==> config.mk <==
export PLATFORM = sky130hd
export DESIGN_NAME = fetch_stage
export DESIGN_NICKNAME = d
export VERILOG_FILES = /design/src/rtl/mips_pkg.sv /design/src/rtl/fetch_skid.sv /design/src/rtl/fetch_stage.sv
export SDC_FILE = /design/constraint.sdc
export NUM_CORES = 1
export LEC_CHECK = 0
export ABC_AREA = 1
export BUFFER_PORTS_ARGS = -buffer_cell sky130_fd_sc_hd__clkbuf_2
export CELL_PAD_IN_SITES_DETAIL_PLACEMENT = 0
export CELL_PAD_IN_SITES_GLOBAL_PLACEMENT = 1
export CORE_ASPECT_RATIO = 1.1
export CORE_MARGIN = 2
export CORE_UTILIZATION = 40
export CTS_BUF_LIST = sky130_fd_sc_hd__clkbuf_16
export DETAILED_ROUTE_END_ITERATION = 8
export GPL_ROUTABILITY_DRIVEN = 0
export GPL_TIMING_DRIVEN = 0
export PLACE_DENSITY_LB_ADDON = 0.1
export SYNTH_ARGS = -nofsm -noshare
export SYNTH_HDL_FRONTEND = slang
export SYNTH_SLANG_ARGS = --single-unit
export TNS_END_PERCENT = 10
==> constraint.sdc <==
create_clock -name clk -period 3.5 [get_ports clk]
set_input_delay 1.05 -clock clk [delete_from_list [all_inputs] [get_ports clk]]
set_output_delay 1.05 -clock clk [all_outputs]
set_load 0.1 [all_outputs]
==> src/rtl/mips_pkg.sv <==
// Shared MIPS core definitions.
// Instruction constants, field positions and fetch FSM encoding.
package mips_pkg;

  localparam logic [31:0] NOP_INSTR = 32'h0000_0000;
  localparam int OPC_HI = 31;
  localparam int OPC_LO = 26;

  typedef enum logic [1:0] {
    ST_IDLE = 2'd0,
    ST_BUSY = 2'd1,
    ST_DROP = 2'd2
  } fetch_state_t;

  function automatic logic [31:0] word_align(
    input logic [31:0] a
  );
    return {a[31:2], 2'b00};
  endfunction

endpackage

==> src/rtl/fetch_skid.sv <==
// One-entry skid buffer holding a fetched word and its PC
// while decode is stalled.
module fetch_skid (
  input  logic        clk,
  input  logic        rst_n,
  input  logic        load,
  input  logic        unload,
  input  logic        clear,
  input  logic [31:0] in_data,
  input  logic [31:0] in_pc,
  output logic        valid,
  output logic [31:0] data,
  output logic [31:0] pc
);

  always_ff @(posedge clk or negedge rst_n) begin
    if (!rst_n) begin
      valid <= 1'b0;
      data  <= 32'h0;
      pc    <= 32'h0;
    end else if (clear) begin
      valid <= 1'b0;
    end else if (load) begin
      valid <= 1'b1;
      data  <= in_data;
      pc    <= in_pc;
    end else if (unload) begin
      valid <= 1'b0;
    end
  end

endmodule

==> src/rtl/fetch_stage.sv <==
// Instruction fetch stage with IF/ID register, stall skid
// buffer and branch redirect with in-flight discard.
module fetch_stage
  import mips_pkg::*;
#(
  parameter logic [31:0] RESET_PC = 32'h0000_0000
) (
  input  logic        clk,
  input  logic        rst_n,
  output logic        imem_req,
  output logic [31:0] imem_addr,
  input  logic        imem_ready,
  input  logic [31:0] imem_rdata,
  input  logic        stall,
  input  logic        branch_taken,
  input  logic [31:0] branch_target,
  output logic        if_valid,
  output logic [31:0] if_pc,
  output logic [31:0] if_pc4,
  output logic [31:0] if_instr,
  output logic [5:0]  OPCode
);

  fetch_state_t state;
  logic [31:0] pc;
  logic [31:0] drop_addr;
  logic [31:0] target;
  logic        can_accept;
  logic        fire;
  logic        skid_valid;
  logic        skid_load;
  logic        skid_unload;
  logic [31:0] skid_data;
  logic [31:0] skid_pc;

  assign target     = word_align(branch_target);
  assign can_accept = !(if_valid && stall) || branch_taken;
  assign fire       = (state == ST_BUSY) && imem_ready;

  assign skid_load   = fire && !can_accept;
  assign skid_unload = skid_valid && can_accept;

  // DROP keeps the abandoned address on the bus until memory answers
  assign imem_req  = (state != ST_IDLE);
  assign imem_addr = (state == ST_DROP) ? drop_addr : pc;
  assign OPCode    = if_instr[OPC_HI:OPC_LO];

  fetch_skid u_skid (
    .clk     (clk),
    .rst_n   (rst_n),
    .load    (skid_load),
    .unload  (skid_unload),
    .clear   (branch_taken),
    .in_data (imem_rdata),
    .in_pc   (pc),
    .valid   (skid_valid),
    .data    (skid_data),
    .pc      (skid_pc)
  );

  always_ff @(posedge clk or negedge rst_n) begin
    if (!rst_n) begin
      state     <= ST_IDLE;
      pc        <= RESET_PC;
      drop_addr <= 32'h0;
    end else begin
      unique case (state)
        ST_IDLE: begin
          if (branch_taken)
            pc <= target;
          if ((!skid_valid || branch_taken) && can_accept)
            state <= ST_BUSY;
        end
        ST_BUSY: begin
          if (branch_taken) begin
            pc <= target;
            if (!imem_ready) begin
              drop_addr <= pc;
              state     <= ST_DROP;
            end
          end else if (imem_ready) begin
            pc <= pc + 32'd4;
            if (!can_accept)
              state <= ST_IDLE;
          end
        end
        ST_DROP: begin
          if (branch_taken)
            pc <= target;
          if (imem_ready)
            state <= ST_BUSY;
        end
        default: state <= ST_IDLE;
      endcase
    end
  end

  always_ff @(posedge clk or negedge rst_n) begin
    if (!rst_n) begin
      if_valid <= 1'b0;
      if_instr <= NOP_INSTR;
      if_pc    <= 32'h0;
      if_pc4   <= 32'h0;
    end else if (branch_taken) begin
      if_valid <= 1'b0;
      if_instr <= NOP_INSTR;
    end else if (can_accept) begin
      if (skid_valid) begin
        if_valid <= 1'b1;
        if_instr <= skid_data;
        if_pc    <= skid_pc;
        if_pc4   <= skid_pc + 32'd4;
      end else if (fire) begin
        if_valid <= 1'b1;
        if_instr <= imem_rdata;
        if_pc    <= pc;
        if_pc4   <= pc + 32'd4;
      end else begin
        if_valid <= 1'b0;
        if_instr <= NOP_INSTR;
      end
    end
  end

endmodule

======== After elaboration in Yosys (flattened, before gate mapping) ========
Index checks and enable logic that the tools add are counted.
cells by class
  add/subtract/negate cells ............... 2
  $mul .................................... 0
  divide/modulo/power cells ............... 0
  magnitude comparators ................... 0
  equality and inequality tests ........... 8
  shift-type cells ........................ 0
  muxes and demuxes ....................... 27
  bitwise logic cells ..................... 2
  reduce and logical (&&, ||, !) cells .... 22
operators with widths
  kind                                                             count
  32-bit 2-to-1 mux                                                12
  32-bit by 3-bit adder with 32-bit output, second input constant  2
  32-bit one-hot mux with 2 select lines                           1
  2-bit 2-to-1 mux                                                 6
  3-bit != test, second input constant                             3
  3-bit AND reduction                                              3
  2-bit nonzero test                                               4
  1-bit 2-to-1 mux                                                 7
  2-bit one-hot mux with 3 select lines                            1
  1-bit logical AND                                                5
  5-bit AND reduction                                              1
  2-bit != test, second input constant                             2
  1-bit zero test                                                  3
  3-bit nonzero test                                               1
  2-bit by 1-bit == test with 1-bit output, second input constant  1
  2-bit == test, second input constant                             1
  2-bit zero test                                                  1
  1-bit logical OR                                                 2
  2-bit by 1-bit != test with 1-bit output, second input constant  1
  1-bit inverter                                                   2
  2-bit AND reduction                                              1
  2-bit OR reduction                                               1
word-level totals
  bits in registers ....................... 228
  latch bits .............................. 0
  memory bits (writable) .................. 0
  bits in read-only memories .............. 0
  input port bits ......................... 69
  output and inout bits ................... 136
  logic and storage cells ................. 71
  memories ................................ 0

======== Depth between registers and ports, before layout ========
Gate-level depths: netlist (run 1).
  word-level depth ........................ 7
  mapped depth ............................ 12
  gate-level depth less buffers ........... 11

======== Modules after synthesis ========
A second synthesis (run 1) with hierarchy kept.
unflattened totals
  cells, all modules ...................... 1586
  area total of the unflattened synthesis .. 11797.6 µm²
by module, submodules not included
  module       times used  cells an instance  area an instance (µm²)
  fetch_stage  1           1303               9210.1
  fetch_skid   1           283                2587.5

======== Worst setup path after synthesis (run 1) ========
OpenSTA, ideal clock, no wires.
  path kind ............................... register to output
  from .................................... register state[0]
  to ...................................... output imem_addr[10]
  arrival ................................. 2388 ps
  data required time ...................... 2450 ps
  setup slack ............................. 62 ps
  cell stages (with the launch flop) ...... 6
  cells stage by stage .................... dfrtp_1 -> inv_1 -> nand2_1 -> clkbuf_1 -> nor2_1 -> a21oi_1
on the way
  cells in the longest elaborated chain, start to end .. 2
RTL lines
  item                    line               source
  start, declared         fetch_stage.sv:24  fetch_state_t state;
  start signal, assigned  fetch_stage.sv:63  state <= ST_IDLE;
  start signal, assigned  fetch_stage.sv:72  state <= ST_BUSY;
  start signal, assigned  fetch_stage.sv:79  state <= ST_DROP;
  2-bit == test           fetch_stage.sv:45  assign imem_addr = (state == ST_DROP) ? drop_addr : pc;
  32-bit 2-to-1 mux       fetch_stage.sv:45
  end, declared           fetch_stage.sv:11  output logic [31:0] imem_addr,
Every way passes these cells.

======== Final worst setup path (run 1) ========
  from .................................... register state[0]
  to ...................................... output imem_addr[16]
The elaborated chain is that of the path after synthesis.

==> impl_metrics.json, run 1 <==
{
  "layout_commonest_cell": "nand2_1",
  "antenna_cells": 0,
  "cts.sinks": 218,
  "synth.distinct_cells": 33,
  "wl_mm": 39.5,
  "cts-htree-levels": 1,
  "min_period_over_period": 0.976,
  "cts_made_buffers": 24,
  "finalHoldViolCount": 0,
  "tightest_slew_ns": 0.698,
  "grt_pass1_vias": 10600,
  "initial_core_util": 0.405,
  "grt_max_degree": 109,
  "fin_area_um2": 13500,
  "grt-ovfl-total": 0,
  "avgSynthCellArea_um2": 7.37,
  "row_count": 64,
  "dieArea_um2": 29500,
  "stdcell_count": 2134,
  "chipWidth_um": 164,
  "max_stage_delay_ns": 0.44,
  "cp_num_buf_inv": 3,
  "netlist_area_um2": 11300,
  "via_per_inst": 5.19,
  "grt_pass1_wl_mm": 60.3,
  "cts_setup_buffers": 0,
  "core_area_um2": 27800,
  "place_inst": 2093,
  "path_max_fanout": 10,
  "synth_top_area_share": 0.484,
  "ios": 205,
  "fmax_mhz": 293,
  "hold_class": "primary input to async pin",
  "status": "finished, final reports clean",
  "nNetsFinal": 1827,
  "clock-skew-final_ns": 0.0100,
  "critPathLaunchType": "flop",
  "end_kind": "output pin",
  "synthTopCellsByArea": "dfrtp_1 48%, nand2_1 15%, o21ai_0 7.3%",
  "wl_per_cell_um": 18.5,
  "powerDensity_nw_per_um2": 1110,
  "yosysTopAreaCell": "dfrtp_1",
  "final-setup-viol-count": 0,
  "path_delay_family": "buffers and inverters",
  "fin_util": 0.487,
  "area_growth_pct": 20.1,
  "antenna_found_initial": 1,
  "cts_tree": "yes",
  "synth_edf_count": 0,
  "min_period_ns": 3.42,
  "p_leak_nw": 6.51,
  "clk_latency_ns": 0.52,
  "maxCapViolations": 0,
  "required_ns": 2.45,
  "grt_usage": 0.265,
  "syn_inst": 1528,
  "path_cells": "inv_1, nand2_1, clkbuf_1, nor2_1, a21oi_1, buf_2",
  "drive_above_1_share": 0.168,
  "drc": 0,
  "dieHeight_um": 180,
  "vdd_drop_max_mv": 0.891,
  "synthArstFlopShare": 1.00,
  "rsz0062_at_grt": "true",
  "clk_pin_slew_ns": 0.06,
  "drtIter0Drc": 908,
  "final_cell_mix": "463 x nand2_1, 218 x dfrtp_1, 172 x clkbuf_2, 169 x nor2_1, 164 x o21ai_0",
  "worst_ep_arrival_time_ns": 2.37,
  "drv_slew": 0,
  "first_pass_iters": 5,
  "clk_path_buf_depth": 3,
  "p_total_mw": 15.0,
  "path_class": "flop to output pin",
  "vias": 11100,
  "synth.yosys.seq_area_share": 0.484,
  "hpwlAfterDp_mm": 30.4,
  "cts-root-buf": "clkbuf_16",
  "ys_ff_latch": 218,
  "port_buffers": 195,
  "yosys_warnings": 0,
  "dpl_cell_area_um2": 12800,
  "ant_nets": 0,
  "whs_ns": 0.353,
  "crit_path_top_delay_cell": "buf_2",
  "relSlewSlack": 0.535,
  "synth-main-ff-cell": "dfrtp_1"
}
## layout make-up
class	count	area, um^2
Buffer	92	438
Clock buffer	25	626
Clock inverter	16	118
Fill cell	2928	14300
Inverter	106	398
Multi-Input combinational cell	1117	4990
Sequential cell	218	5460
Tap cell	363	454
Timing Repair Buffer	197	1050
## Yosys cell counts, types with 5 or more instances
library cell,number
o21ai_1,6
nand2_1,463
nor2_1,169
nand3b_1,6
xor2_1,9
buf_4,14
o211ai_1,5
inv_1,101
nor3_1,32
dfrtp_1,218
a31oi_1,31
o22ai_1,9
or2_2,15
clkbuf_1,45
buf_2,29
a21oi_1,68
nand3_1,115
o21ai_0,164
## power by group
| group | switching [mW] | internal (mW) |
|---|---|---|
| logic | 6.73 | 1.39 |
| registers | 0.880 | 3.50 |
| clock network | 1.03 | 1.42 |
| total | 8.65 | 6.31 |
## metrics by stage
step | setup WS (ns) | setup TNS [ns]
detailed placement | 0.550 | 0
floorplan | 0.0621 | 0
global placement | -3.17 | -685.43
global route | -0.106 | -0.657
finish | 0.0835 | 0
CTS | 0.00337 | 0
## flip-flops by register name, summed over array words and instances (netlist names)
signal and cells:
u_skid.pc 30, u_skid.data 32, state 2, drop_addr 30, u_skid.valid 1, if_pc4 30
pc 30, if_valid 1, if_instr 32, if_pc 30
## worst paths after layout
path | from | end | slack, ns | cells past startpoint
max | state[0]$_DFFE_PN0P_ | imem_addr[16] | 0.08 | 6
min | rst_n | u_skid.data[28]$_DFFE_PN0P_ | 0.35 | 1
max reg2reg | pc[2]$_DFFE_PN0P_ | if_pc4[19]$_DFFE_PN0P_ | 1.25 | 9
min reg2reg | if_pc4[31]$_DFFE_PN0P_ | if_pc4[31]$_DFFE_PN0P_ | 0.48 | 2
max in group asynchronous | rst_n | drop_addr[29]$_DFFE_PN0P_ | 2.39 | 2
min in group clk | if_pc4[31]$_DFFE_PN0P_ | if_pc4[31]$_DFFE_PN0P_ | 0.48 | 2
## cells by family (layout without fill, tap and decap cells)
group / count (synthesis) / after routing / synth area share
xor gates and xnor gates: 13 / 13 / 0.0101
adders and majority gates: 2 / 2 / 0.00222
other: 1 / 6 / 0.000333
AOI/OAI and AO/OA: 284 / 284 / 0.132
buffers and inverters: 198 / 436 / 0.0740
DFF: 218 / 218 / 0.484
and+or+nand+nor: 812 / 812 / 0.297
## layer usage
metal,up-vias,GRT usage,part of all wire
met1,5204,0.359,0.44
met4,2,0.102,0.038
met2,376,0.432,0.47
met3,73,0.0341,0.058
li1,5412,-,-
met5,-,0,0.00041
## what timing repair did
item / 4_1_cts / 5_1_grt
gates resized for setup: 2 / 29
endpoints found under the setup margin: 2 / 30
hold buffers: 0 / 0
(Power assumes the default switching activity.)
==> run 2, diff against run 1 <==
- CELL_PAD_IN_SITES_GLOBAL_PLACEMENT: 1 -> 2
- CORE_UTILIZATION: 40 -> 34
==> run 2 against run 1 <==
Net effect: core utilization shrank 6.3 points; die area grew 17%; hold slack gained 0.053 ns; combinational power grew 2%; worst setup slack lost 0.021 ns; clock power grew 8%; clock-buffer cell count grew 1; register-to-register slack is essentially flat; clock skew grew 0.0083 ns; largest power group unchanged.
==> impl_metrics.json, run 2 (synthesized netlist as in run 1, its figures left out) <==
{
  "rsz0062_at_grt": "true",
  "cts-root-buf": "clkbuf_16",
  "crit_path_top_delay_cell": "dfrtp_1",
  "setup_ws_ns": 0.0623,
  "initial_core_util": 0.347,
  "whs_ns": 0.407,
  "grt_max_degree": 104,
  "maxCapViolations": 0,
  "hpwlAfterDp_mm": 32.8,
  "wl_mm": 42.4,
  "chipWidth_um": 178,
  "antenna_found_initial": 0,
  "final-setup-viol-count": 0,
  "clock-skew-final_ns": 0.0183,
  "comb_power_share": 0.539,
  "tightest_slew_ns": 0.668,
  "dieArea_um2": 34600,
  "max_stage_delay_ns": 0.40,
  "p_clk_frac": 0.173,
  "power.switching_mw": 8.78,
  "top_regs": "if_instr (32), u_skid.data (32)",
  "cts_resized": 31,
  "grt_pass1_wl_mm": 64.5,
  "finalHoldViolCount": 0,
  "min_period_ns": 3.44,
  "place_ws_ns": 0.369,
  "first_pass_iters": 5,
  "critPathLaunchType": "flop",
  "swShare": 0.573,
  "powerDensity_nw_per_um2": 1110,
  "required_ns": 2.45,
  "cts_hold_buffers": 0,
  "drc": 0,
  "vdd_drop_max_mv": 0.717,
  "cts_made_buffers": 26,
  "path_cells": "inv_1, nand2_1, clkbuf_1, a21oi_1, clkbuf_4",
  "nFillCells": 3508,
  "path_max_fanout": 10,
  "p_leak_nw": 6.57,
  "multi_input_area_um2": 4990,
  "final_cell_mix": "463 x nand2_1, 218 x dfrtp_1, 169 x nor2_1, 168 x clkbuf_2, 164 x o21ai_0",
  "cts_setup_buffers": 0,
  "clk_pin_slew_ns": 0.06,
  "cts_tree": "yes",
  "core_area_um2": 32500,
  "port_buffers": 195,
  "regArea_um2": 5460,
  "clk_path_buf_depth": 3,
  "worst_ep_arrival_time_ns": 2.39,
  "grt_pass1_vias": 10700,
  "wl_per_cell_um": 19.3,
  "fin_util": 0.423,
  "relSlewSlack": 0.555,
  "p_total_mw": 15.3,
  "clk_latency_ns": 0.54,
  "pwr-share-seq": 0.288,
  "drive_above_1_share": 0.170,
  "internal-power_mw": 6.53,
  "layout_commonest_cell": "nand2_1",
  "via_per_inst": 5.01,
  "ff2ff_path_depth": 8,
  "status": "finished, final reports clean",
  "nNetsFinal": 1829,
  "cts-htree-levels": 1,
  "antenna_cells": 0,
  "drtIter0Drc": 908,
  "ant_nets": 0,
  "fmax_mhz": 291,
  "ios": 205,
  "drv_slew": 0,
  "dieHeight_um": 195,
  "grt_usage": 0.244,
  "grt-ovfl-total": 0,
  "path_class": "flop to output pin",
  "min_period_over_period": 0.982,
  "area_growth_pct": 22.1,
  "end_kind": "output pin",
  "hold_class": "primary input to async pin",
  "cts.sinks": 218,
  "vias": 11000,
  "row_count": 69
}
-- run 2: through the flow --
stage	cell area [um^2]	TNS, ns	cells
6_report	13700	0	2200
5_1_grt	13700	-0.347	2200
4_1_cts	13700	0	2200
3_5_place_dp	12900	0	2156
3_3_place_gp	12800	-718.19	2154
2_1_floorplan	11300	0	1533
-- run 2: final timing paths --
path	from	endpoint	slack [ns]
setup / recovery	state[0]$_DFFE_PN0P_	imem_addr[4]	0.06
hold / removal	rst_n	if_instr[28]$_DFFE_PN0P_	0.41
setup reg to reg	pc[2]$_DFFE_PN0P_	pc[12]$_DFFE_PN0P_	1.24
hold reg to reg	if_pc4[4]$_DFFE_PN0P_	if_pc4[4]$_DFFE_PN0P_	0.47
max in group asynchronous	rst_n	pc[31]$_DFFE_PN0P_	2.26
min in group clk	if_pc4[4]$_DFFE_PN0P_	if_pc4[4]$_DFFE_PN0P_	0.47
-- run 2: worst max-delay path: cells and delay by family (launching register included) --
kind            cells  cell delay, ns
buf+inv             3            0.85
flops               1            0.40
simple gates        1            0.31
compound gates      1            0.28
-- run 2: cell type report --
type | count | share of cell area
Timing Repair Buffer | 197 | 0.0811
Multi-Input combinational cell | 1117 | 0.363
Sequential cell | 218 | 0.397
Tap cell | 426 | 0.0388
Buffer | 92 | 0.0319
Inverter | 106 | 0.0289
Clock inverter | 18 | 0.0120
Clock buffer | 26 | 0.0473
-- run 2: metal layers --
metal	vias up	track usage	part of all wire
li1	5410	-	-
met5	-	0	0
met1	5226	0.334	0.45
met4	0	0.0716	0.029
met3	55	0.0295	0.051
met2	326	0.405	0.47
-- run 2: power groups by stage --
stage / clock network [mW] / registers, mW / logic, mW
4_1_cts: 2.71 / 4.40 / 8.27
5_1_grt: 2.82 / 4.53 / 8.74
6_report: 2.65 / 4.41 / 8.26
3_5_place_dp: 0 / 4.44 / 8.14
2_1_floorplan: 0 / 6.77 / 3.85
3_3_place_gp: 0 / 4.41 / 8.10
==> run 3, diff against run 2 <==
- BUFFER_PORTS_ARGS: -buffer_cell sky130_fd_sc_hd__clkbuf_2 -> -buffer_cell sky130_fd_sc_hd__buf_2
==> run 3 against run 2 <==
Net effect: sequential cell count unchanged; worst setup slack better by 0.061 ns; first-iteration DRC count up 0.55%; sequential share of layout area about the same; global-route usage about the same; clock skew down 0.0019 ns; final area about the same; via count up 0.15%; non-clock buffer count unchanged; critical path type unchanged.
==> impl_metrics.json, run 3 (synthesized netlist as in run 1, its figures left out) <==
{
  "critPathLaunchType": "flop",
  "powerDensity_nw_per_um2": 1110,
  "grt_pass1_vias": 10600,
  "place_ws_ns": 0.438,
  "min_period_over_period": 0.965,
  "final-setup-viol-count": 0,
  "antenna_cells": 0,
  "grt-ovfl-total": 0,
  "drive_above_1_share": 0.172,
  "cts-htree-levels": 1,
  "wl_mm": 42.6,
  "clock-skew-final_ns": 0.0164,
  "setup_ws_ns": 0.123,
  "chipWidth_um": 178,
  "vdd_drop_max_mv": 0.736,
  "grt_util_met3": 0.0284,
  "nFillCells": 3535,
  "dieHeight_um": 195,
  "whs_ns": 0.468,
  "first_pass_iters": 5,
  "p_total_mw": 15.3,
  "clk_path_buf_depth": 3,
  "antenna_found_initial": 0,
  "clk_latency_ns": 0.55,
  "core_area_um2": 32500,
  "grt_max_degree": 111,
  "cts.sinks": 218,
  "grt.busiest_layer": "met2",
  "startpoint": "state[0]$_DFFE_PN0P_",
  "regToRegStartpoint": "pc[2]$_DFFE_PN0P_",
  "ios": 205,
  "initial_core_util": 0.347,
  "cts_tree": "yes",
  "p_leak_nw": 6.57,
  "via_per_inst": 5.01,
  "dieArea_um2": 34600,
  "top_regs": "if_instr (32), u_skid.data (32)",
  "cts_setup_buffers": 0,
  "min_period_ns": 3.38,
  "tightest_slew_ns": 0.769,
  "worst_ep_arrival_time_ns": 2.33,
  "place_inst": 2156,
  "drtIter0Drc": 913,
  "maxCapViolations": 0,
  "layout_commonest_cell": "nand2_1",
  "area_growth_pct": 22.0,
  "reg2reg_setup_slack_ns": 1.23,
  "nNetsFinal": 1829,
  "fmax_mhz": 296,
  "final_cell_mix": "463 x nand2_1, 218 x dfrtp_1, 196 x buf_2, 169 x nor2_1, 164 x o21ai_0",
  "grt_pass1_wl_mm": 64.4,
  "end_kind": "output pin",
  "fin_area_um2": 13700,
  "drc": 0,
  "stdcell_count": 2203,
  "relSlewSlack": 0.487,
  "status": "finished, final reports clean",
  "path_max_fanout": 10,
  "required_ns": 2.45,
  "cts-root-buf": "clkbuf_16",
  "finalHoldViolCount": 0,
  "clk_pin_slew_ns": 0.07,
  "rsz0062_at_grt": "false",
  "hpwlAfterDp_mm": 32.6,
  "dpl_cell_area_um2": 12900,
  "use_met1": 0.337,
  "port_buffers": 195,
  "ant_nets": 0,
  "holdCritStartpoint": "if_pc4[4]$_DFFE_PN0P_",
  "groute.layer.met2.usage": 0.400,
  "cts_made_buffers": 26,
  "grt_usage": 0.245,
  "vias": 11000,
  "drv_slew": 0,
  "path_class": "flop to output pin",
  "row_count": 69,
  "wl_per_cell_um": 19.3,
  "hold_class": "flop to flop"
}
run 3: cell types whose count changed in the layout (fill, tap and decap cells not counted), sizes merged:
cell	change
buf	+172
clkbuf	-171
clkinv	+8
inv	-5
bufinv	-1
run 3: layout make-up:
| cell class | instances | area (um^2) | area share |
|---|---|---|---|
| buffer | 92 | 440 | 0.0321 |
| clock buffer | 27 | 676 | 0.0492 |
| clock inverter | 20 | 138 | 0.0100 |
| inverter | 106 | 398 | 0.0290 |
| multi-input combinational | 1117 | 4990 | 0.363 |
| sequential | 218 | 5460 | 0.397 |
| tap | 426 | 533 | 0.0388 |
| timing repair buffer | 197 | 1110 | 0.0807 |
run 3: power by group:
group | internal [mW] | switching [mW]
registers | 3.49 | 0.899
logic | 1.49 | 6.78
clock network | 1.53 | 1.11
run 3: per-stage QoR:
step                 util  setup TNS (ns)
finish              0.423               0
global route        0.423               0
CTS                 0.421        -0.00250
detailed placement  0.396               0
global placement    0.394         -589.78
floorplan               -               0
run 3: final timing paths:
kind                                            end  cells past startpoint
setup / recovery                      imem_addr[22]                      6
max in group asynchronous        pc[26]$_DFFE_PN0P_                      3
hold reg to reg               if_pc4[4]$_DFFE_PN0P_                      2
hold / removal                if_pc4[4]$_DFFE_PN0P_                      2
setup reg to reg             if_pc4[31]$_DFFE_PN0P_                      9
min in group asynchronous  if_instr[30]$_DFFE_PN0P_                      2
run 3: what timing repair did:
action                                  in CTS  in global routing
endpoints found under the setup margin      20                 25
resized for setup                            7                 25
hold buffers                                 0                  0
run 3: metal layers:
metal | up-vias | share of wire
li1 | 5407 | -
met1 | 5212 | 0.44
met2 | 352 | 0.47
met3 | 63 | 0.056
met4 | 0 | 0.031
met5 | - | 0
run 3: critical path, cell delays in order (launching register included):
cell      delay, ns
dfrtp_1        0.37
inv_1          0.09
nand2_1        0.34
clkbuf_2       0.35
nor2_1         0.07
a21oi_1        0.11
buf_2          0.44
